[src/rtl/right_shift_16bit_seq.sv]
// Multi-cycle 16-bit right shifter: logical, arithmetic or rotate, one bit
// position per clock, driven by a start/busy/done handshake. The result and
// the last bit shifted out are registered and hold until the next completion.
module right_shift_16bit_seq (
  input  logic        clk,
  input  logic        rst,
  input  logic        start,
  input  logic [15:0] in,
  input  logic [3:0]  shift,
  input  logic [1:0]  mode,
  output logic        busy,
  output logic        done,
  output logic [15:0] out,
  output logic        carry_out
);

  typedef enum logic {
    IDLE,
    SHIFT
  } state_t;

  // Mode 2'b11 has no dedicated meaning and falls through to logical fill.
  typedef enum logic [1:0] {
    MODE_LOGICAL  = 2'b00,
    MODE_ARITH    = 2'b01,
    MODE_ROTATE   = 2'b10,
    MODE_RESERVED = 2'b11
  } shmode_t;

  state_t      state;
  shmode_t     mode_q;
  logic [15:0] work;
  logic [3:0]  cnt;
  logic        fill;
  logic [15:0] shifted;

  // Fill bit entering at the MSB for the current one-position shift.
  always_comb begin
    fill = 1'b0;
    case (mode_q)
      MODE_ARITH:  fill = work[15];
      MODE_ROTATE: fill = work[0];
      default:     fill = 1'b0;
    endcase
    shifted = {fill, work[15:1]};
  end

  // Handshake FSM, working register, counter and registered result.
  always_ff @(posedge clk or posedge rst) begin
    if (rst) begin
      state     <= IDLE;
      mode_q    <= MODE_LOGICAL;
      work      <= '0;
      cnt       <= '0;
      busy      <= 1'b0;
      done      <= 1'b0;
      out       <= '0;
      carry_out <= 1'b0;
    end else begin
      done <= 1'b0;
      case (state)
        IDLE: begin
          if (start) begin
            if (shift == 4'd0) begin
              // A zero shift completes on the accept edge itself.
              out       <= in;
              carry_out <= 1'b0;
              done      <= 1'b1;
            end else begin
              work   <= in;
              cnt    <= shift;
              mode_q <= shmode_t'(mode);
              busy   <= 1'b1;
              state  <= SHIFT;
            end
          end
        end
        SHIFT: begin
          work <= shifted;
          cnt  <= cnt - 4'd1;
          if (cnt == 4'd1) begin
            out       <= shifted;
            carry_out <= work[0];
            done      <= 1'b1;
            busy      <= 1'b0;
            state     <= IDLE;
          end
        end
        default: state <= IDLE;
      endcase
    end
  end

endmodule

[config.mk]
export PLATFORM = sky130hd
export DESIGN_NAME = right_shift_16bit_seq
export DESIGN_NICKNAME = d
export VERILOG_FILES = /design/src/rtl/right_shift_16bit_seq.sv
export SDC_FILE = /design/constraint.sdc
export NUM_CORES = 1
export LEC_CHECK = 0
export BUFFER_PORTS_ARGS = -buffer_cell sky130_fd_sc_hd__buf_2
export CORE_MARGIN = 2
export CORE_UTILIZATION = 40
export CTS_BUF_LIST = sky130_fd_sc_hd__clkbuf_4 sky130_fd_sc_hd__clkbuf_8 sky130_fd_sc_hd__clkbuf_16
export DETAILED_ROUTE_END_ITERATION = 8
export SYNTH_ARGS = -nofsm -noshare
export SYNTH_HDL_FRONTEND = slang
export SYNTH_SLANG_ARGS = --single-unit
[constraint.sdc]
create_clock -name clk -period 2.3 [get_ports clk]
set_clock_uncertainty 0.1 [all_clocks]
set_input_delay 0.115 -clock clk [delete_from_list [all_inputs] [get_ports clk]]
set_output_delay 0.115 -clock clk [all_outputs]
set_load 0.01 [all_outputs]
After elaboration in Yosys (flattened, before gate mapping)
Index checks and enable logic that the tools add are counted.
{"block": "word_totals", "ff_bits": 42, "out_inout_bits": 19, "word_cells": 50}
{"block": "op_classes", "addsub": 1, "n_eq_ne": 7, "n_mux": 27, "n_bitwise": 2, "n_reduce_logical": 5}
{"op": "$mux 16", "count": 5}
{"op": "$pmux 16 s2", "count": 2}
{"op": "$mux 1", "count": 12}
{"op": "$pmux 1 s2", "count": 5}
{"op": "$reduce_and 3->1", "count": 3}
{"op": "$mux 4", "count": 2}
{"op": "$pmux 4 s2", "count": 1}
{"op": "$ne 2x2->1 const B", "count": 3}
{"op": "$eq 4x1->1 const B", "count": 1}
{"op": "$logic_not 4->1", "count": 1}
{"op": "$sub 4x1->4 const B", "count": 1}
{"op": "$eq 2x1->1 const B", "count": 1}
{"op": "$eq 2x2->1 const B", "count": 1}
{"op": "$ne 2x1->1 const B", "count": 1}
{"op": "$not 1->1", "count": 2}
{"op": "$reduce_and 2->1", "count": 1}

Longest topological paths before layout
{"block": "depth", "depth_word": 4, "mapped_depth": 6, "depth_no_buf": 5}

Worst setup path after synthesis
OpenSTA, ideal clock, no wires.
{"block": "synth_timing", "path_type": "reg2reg", "startpoint": "register cnt[0]", "endpoint": "register out[1]", "setup_time_ps": 125, "arrival_ps": 1623, "slack_ps": 452, "stages_incl_launch_ff": 6, "n_path_buf": 1, "synth_period_minus_slack_ps": 1848, "path_cell_list": "dfrtp_1 ha_1 and4bb_2 a21oi_2 buf_6 mux2_2"}
{"block": "synth_between", "elab_chain_len": 3}
{"element": "start, declared", "line_no": "33", "rtl": "logic [3:0] cnt;"}
{"element": "start signal, assigned", "line_no": "71", "rtl": "cnt <= shift;"}
{"element": "start signal, assigned", "line_no": "80", "rtl": "cnt <= cnt - 4'd1;"}
{"element": "$eq 4x1->1", "line_no": "81", "rtl": "if (cnt == 4'd1) begin"}
{"element": "$ne 2x1->1 (no source line)"}
{"element": "$reduce_and 3->1 (no source line)"}
{"element": "end signal, assigned", "line_no": "66", "rtl": "out <= in;"}
{"element": "end signal, assigned", "line_no": "82", "rtl": "out <= shifted;"}
{"element": "end, declared", "line_no": "13", "rtl": "output logic [15:0] out,"}
Every way passes these cells.
A chain may end at the register's enable or synchronous reset.

Worst setup path after layout
{"block": "layout_timing", "startpoint": "input shift[2]", "endpoint": "register work[7]"}
{"block": "layout_between", "elab_chain_len": 3}
{"element": "start, declared", "line_no": "9", "rtl": "input logic [3:0] shift,"}
{"element": "$logic_not 4->1", "line_no": "64", "rtl": "if (shift == 4'd0) begin"}
{"element": "$ne 2x2->1 (no source line)"}
{"element": "$reduce_and 2->1 (no source line)"}
{"element": "end signal, assigned", "line_no": "70", "rtl": "work <= in;"}
{"element": "end signal, assigned", "line_no": "79", "rtl": "work <= shifted;"}
{"element": "end, declared", "line_no": "32", "rtl": "logic [15:0] work;"}
Every way passes these cells.

==> results.sh <==
export IMPL_grt_overflow=0
export IMPL_grt_pass1_wl_mm=6.26
export IMPL_grt_setup_unrepaired="false"
export IMPL_ys_async_sr_fraction_pct=100
export IMPL_cts_made_buffers=5
export IMPL_port_buffers=43
export IMPL_clk_latency_ns=0.30
export IMPL_htreeDepth=2
export IMPL_num_vias=1267
export IMPL_synthesis_nets=167
export IMPL_clkTransAtPathRegs_ns=0.08
export IMPL_tritoncts="built"
export IMPL_worstSetupPathType="primary input to register"
export IMPL_critPathMaxFanout=20
export IMPL_p_leak_nw=1.19
export IMPL_via_per_inst=5.11
export IMPL_wl_per_cell_um=14.8
export IMPL_syn_area_per_cell_um2=14.0
export IMPL_crit_arrival_ns=2.17
export IMPL_cts_sinks=42
export IMPL_num_antenna_cells=0
export IMPL_place_hpwl_mm=2.73
export IMPL_synth_edf_count=0
export IMPL_design_area_um2=2380
export IMPL_place_area_um2=2230
export IMPL_p_sw_mw=1.05
export IMPL_synth_ff_type="dfrtp_1"
export IMPL_p_per_area_nw_per_um2=1370
export IMPL_drv_cap=0
export IMPL_hold_violations=0
export IMPL_maxSlewViolCount=0
export IMPL_num_io_pins=44
export IMPL_drtPass1Iterations=4
export IMPL_drc=0
export IMPL_post_cts_resize_count=0
export IMPL_final_layout_size_suffix_gt1_share_pct=50.5
export IMPL_syn_inst=138
export IMPL_ys_seq_area_share_pct=54.3
export IMPL_pwr_share_comb_pct=42.2
export IMPL_status="completed"
export IMPL_yosys_warnings=0
export IMPL_grt_max_degree=21
export IMPL_drtAntennaViolNets=0
export IMPL_cp_end_kind="register"
export IMPL_drt_iter0_drc=33
export IMPL_core_area_um2=4690
export IMPL_fin_crit_sh_pct=90.6
export IMPL_regArea_um2=1050
export IMPL_multi_input_area_um2=806
export IMPL_swShare_pct=32.2
export IMPL_fin_nets=222
export IMPL_fp_dieW_um=73.5
export IMPL_netlist_area_um2=1930
export IMPL_antenna_found_initial=0
export IMPL_p_clk_share_pct=18.2
export IMPL_start_util_pct=41.2
export IMPL_nFillCells=436
export IMPL_fmaxAchievable_mhz=480
export IMPL_grt_total_usage_pct=15.5
export IMPL_fp_row_count=25
export IMPL_cts_max_path_buffers=2
export IMPL_finalSetupViolCount=0
export IMPL_hold_class="primary input to register"
export IMPL_fin_setup_tns_ns=0
export IMPL_routed_wl_mm=3.66
export IMPL_worstPathRequired_ns=2.38
export IMPL_chipHeight_um=73.5
export IMPL_syn_to_final_growth_pct=23.0
export IMPL_ys_ff_latch=42
export IMPL_min_period_ns=2.08
export IMPL_p_int_mw=2.21
export IMPL_power_frac_seq_pct=39.7
export IMPL_slew_headroom_pct=60.9
export IMPL_ir_worst_vdd_mv=0.529
export IMPL_reg2reg_slack_ns=0.48
export IMPL_gp_congestion=0.714
export IMPL_grt_pass1_vias=1328
export IMPL_power_mw=3.25
export IMPL_synth_distinct_cells=31
export IMPL_startpoint_type="primary input"
export IMPL_dieArea_um2=5410
export IMPL_clockRootBuffer="clkbuf_8"
export IMPL_tightest_slew_ns=0.584
[power by group through the flow]
| stage | combinational (mW) | clock [mW] | sequential, mW |
|---|---|---|---|
| 2_1_floorplan | 0.972 | 0 | 1.32 |
| 3_3_place_gp | 1.35 | 0 | 1.29 |
| 3_5_place_dp | 1.39 | 0 | 1.30 |
| 4_1_cts | 1.40 | 0.610 | 1.29 |
| 5_1_grt | 1.52 | 0.648 | 1.34 |
| 6_report | 1.37 | 0.590 | 1.29 |
[metal layers]
metal  global-route usage (%)  wire, um  vias up
met5                        0         0        -
met4                     6.87        73        0
met3                     4.80       211        8
met2                     24.0      1740       33
met1                     19.9      1640      633
li1                         -         -      593
[area by class of cell]
| class | instances | share of cell area (%) |
|---|---|---|
| Clock buffer | 6 | 3.21 |
| Timing Repair Buffer | 55 | 13.2 |
| Tap cell | 54 | 2.84 |
| Clock inverter | 2 | 1.58 |
| Multi-Input combinational cell | 82 | 33.9 |
| Sequential cell | 42 | 44.2 |
| Inverter | 7 | 1.10 |
[final timing paths]
check                      startpoint        to  cells after the start
setup / recovery             shift[2]   work[7]                      6
hold / removal                 in[13]  work[13]                      3
setup reg to reg               cnt[1]   out[13]                      6
hold reg to reg               out[12]   out[12]                      1
max in group asynchronous         rst    cnt[1]                      4
min in group asynchronous         rst    out[9]                      3
[placed cells by master (no fill, tap or decap), types with 2 or more instances in the layout]
cell / Yosys / routed
mux2_2: 35 / 35
buf_4: 0 / 8
and2_1: 2 / 2
dfrtp_1: 42 / 42
inv_1: 7 / 6
o21ai_0: 2 / 2
nand3_1: 2 / 2
clkbuf_8: 0 / 5
dlygate4sd3_1: 0 / 4
mux2_1: 14 / 14
nor2_1: 2 / 2
a21o_1: 2 / 2
buf_2: 2 / 43
ha_1: 4 / 4
a21oi_1: 3 / 3
[repair_timing]
action,CTS,global route
hold buffers,4,0
endpoints found under the hold margin,18,0
setup buffers,0,0
[metrics by stage]
step / hold WS (ns) / util (%) / setup WS [ns] / std cells
finish: 0.0698 / 50.7 / 0.217 / 248
CTS: 0.0646 / 50.7 / 0.217 / 248
detailed placement: 0.0376 / 47.4 / 0.459 / 236
floorplan: 0.154 / - / 0.452 / 138
global route: 0.0652 / 50.7 / 0.173 / 248
global placement: 0.0343 / 47.4 / 0.480 / 236
[cell usage after synthesis, types with 2 or more instances]
cell / n / area, um^2
a21o_1: 2 / 15.0
a21oi_1: 3 / 15.0
and2_1: 2 / 12.5
buf_2: 2 / 10.0
buf_6: 3 / 33.8
dfrtp_1: 42 / 1050
ha_1: 4 / 50.1
inv_1: 7 / 26.3
mux2_1: 14 / 158
mux2_2: 35 / 394
nand3_1: 2 / 10.0
nor2_1: 2 / 7.51
o21ai_0: 2 / 10.0
[flip-flops by register name, indices dropped and copies added (netlist names)]
name,cells
carry_out,1
done,1
cnt,4
mode_q,2
out,16
state,1
busy,1
work,16
[worst max-delay path, cell delays in order]
cell and delay, ns:
dlygate4sd3_1 0.54, buf_2 0.13, or4_4 0.58, a21oi_4 0.16
buf_4 0.28, mux2_2 0.37
[cells by family after synthesis]
family                   after synthesis  synth area share [%]
AO/OA/AOI/OAI                         14                  5.43
XOR/XNOR                               2                 0.906
adder cells (fa/ha/maj)                4                  2.59
buffers and inverters                 14                  4.01
flip-flops                            42                  54.3
multiplexers                          49                  28.5
AND/OR/NAND/NOR                       13                  4.20
Power figures use the tool's default switching activity.
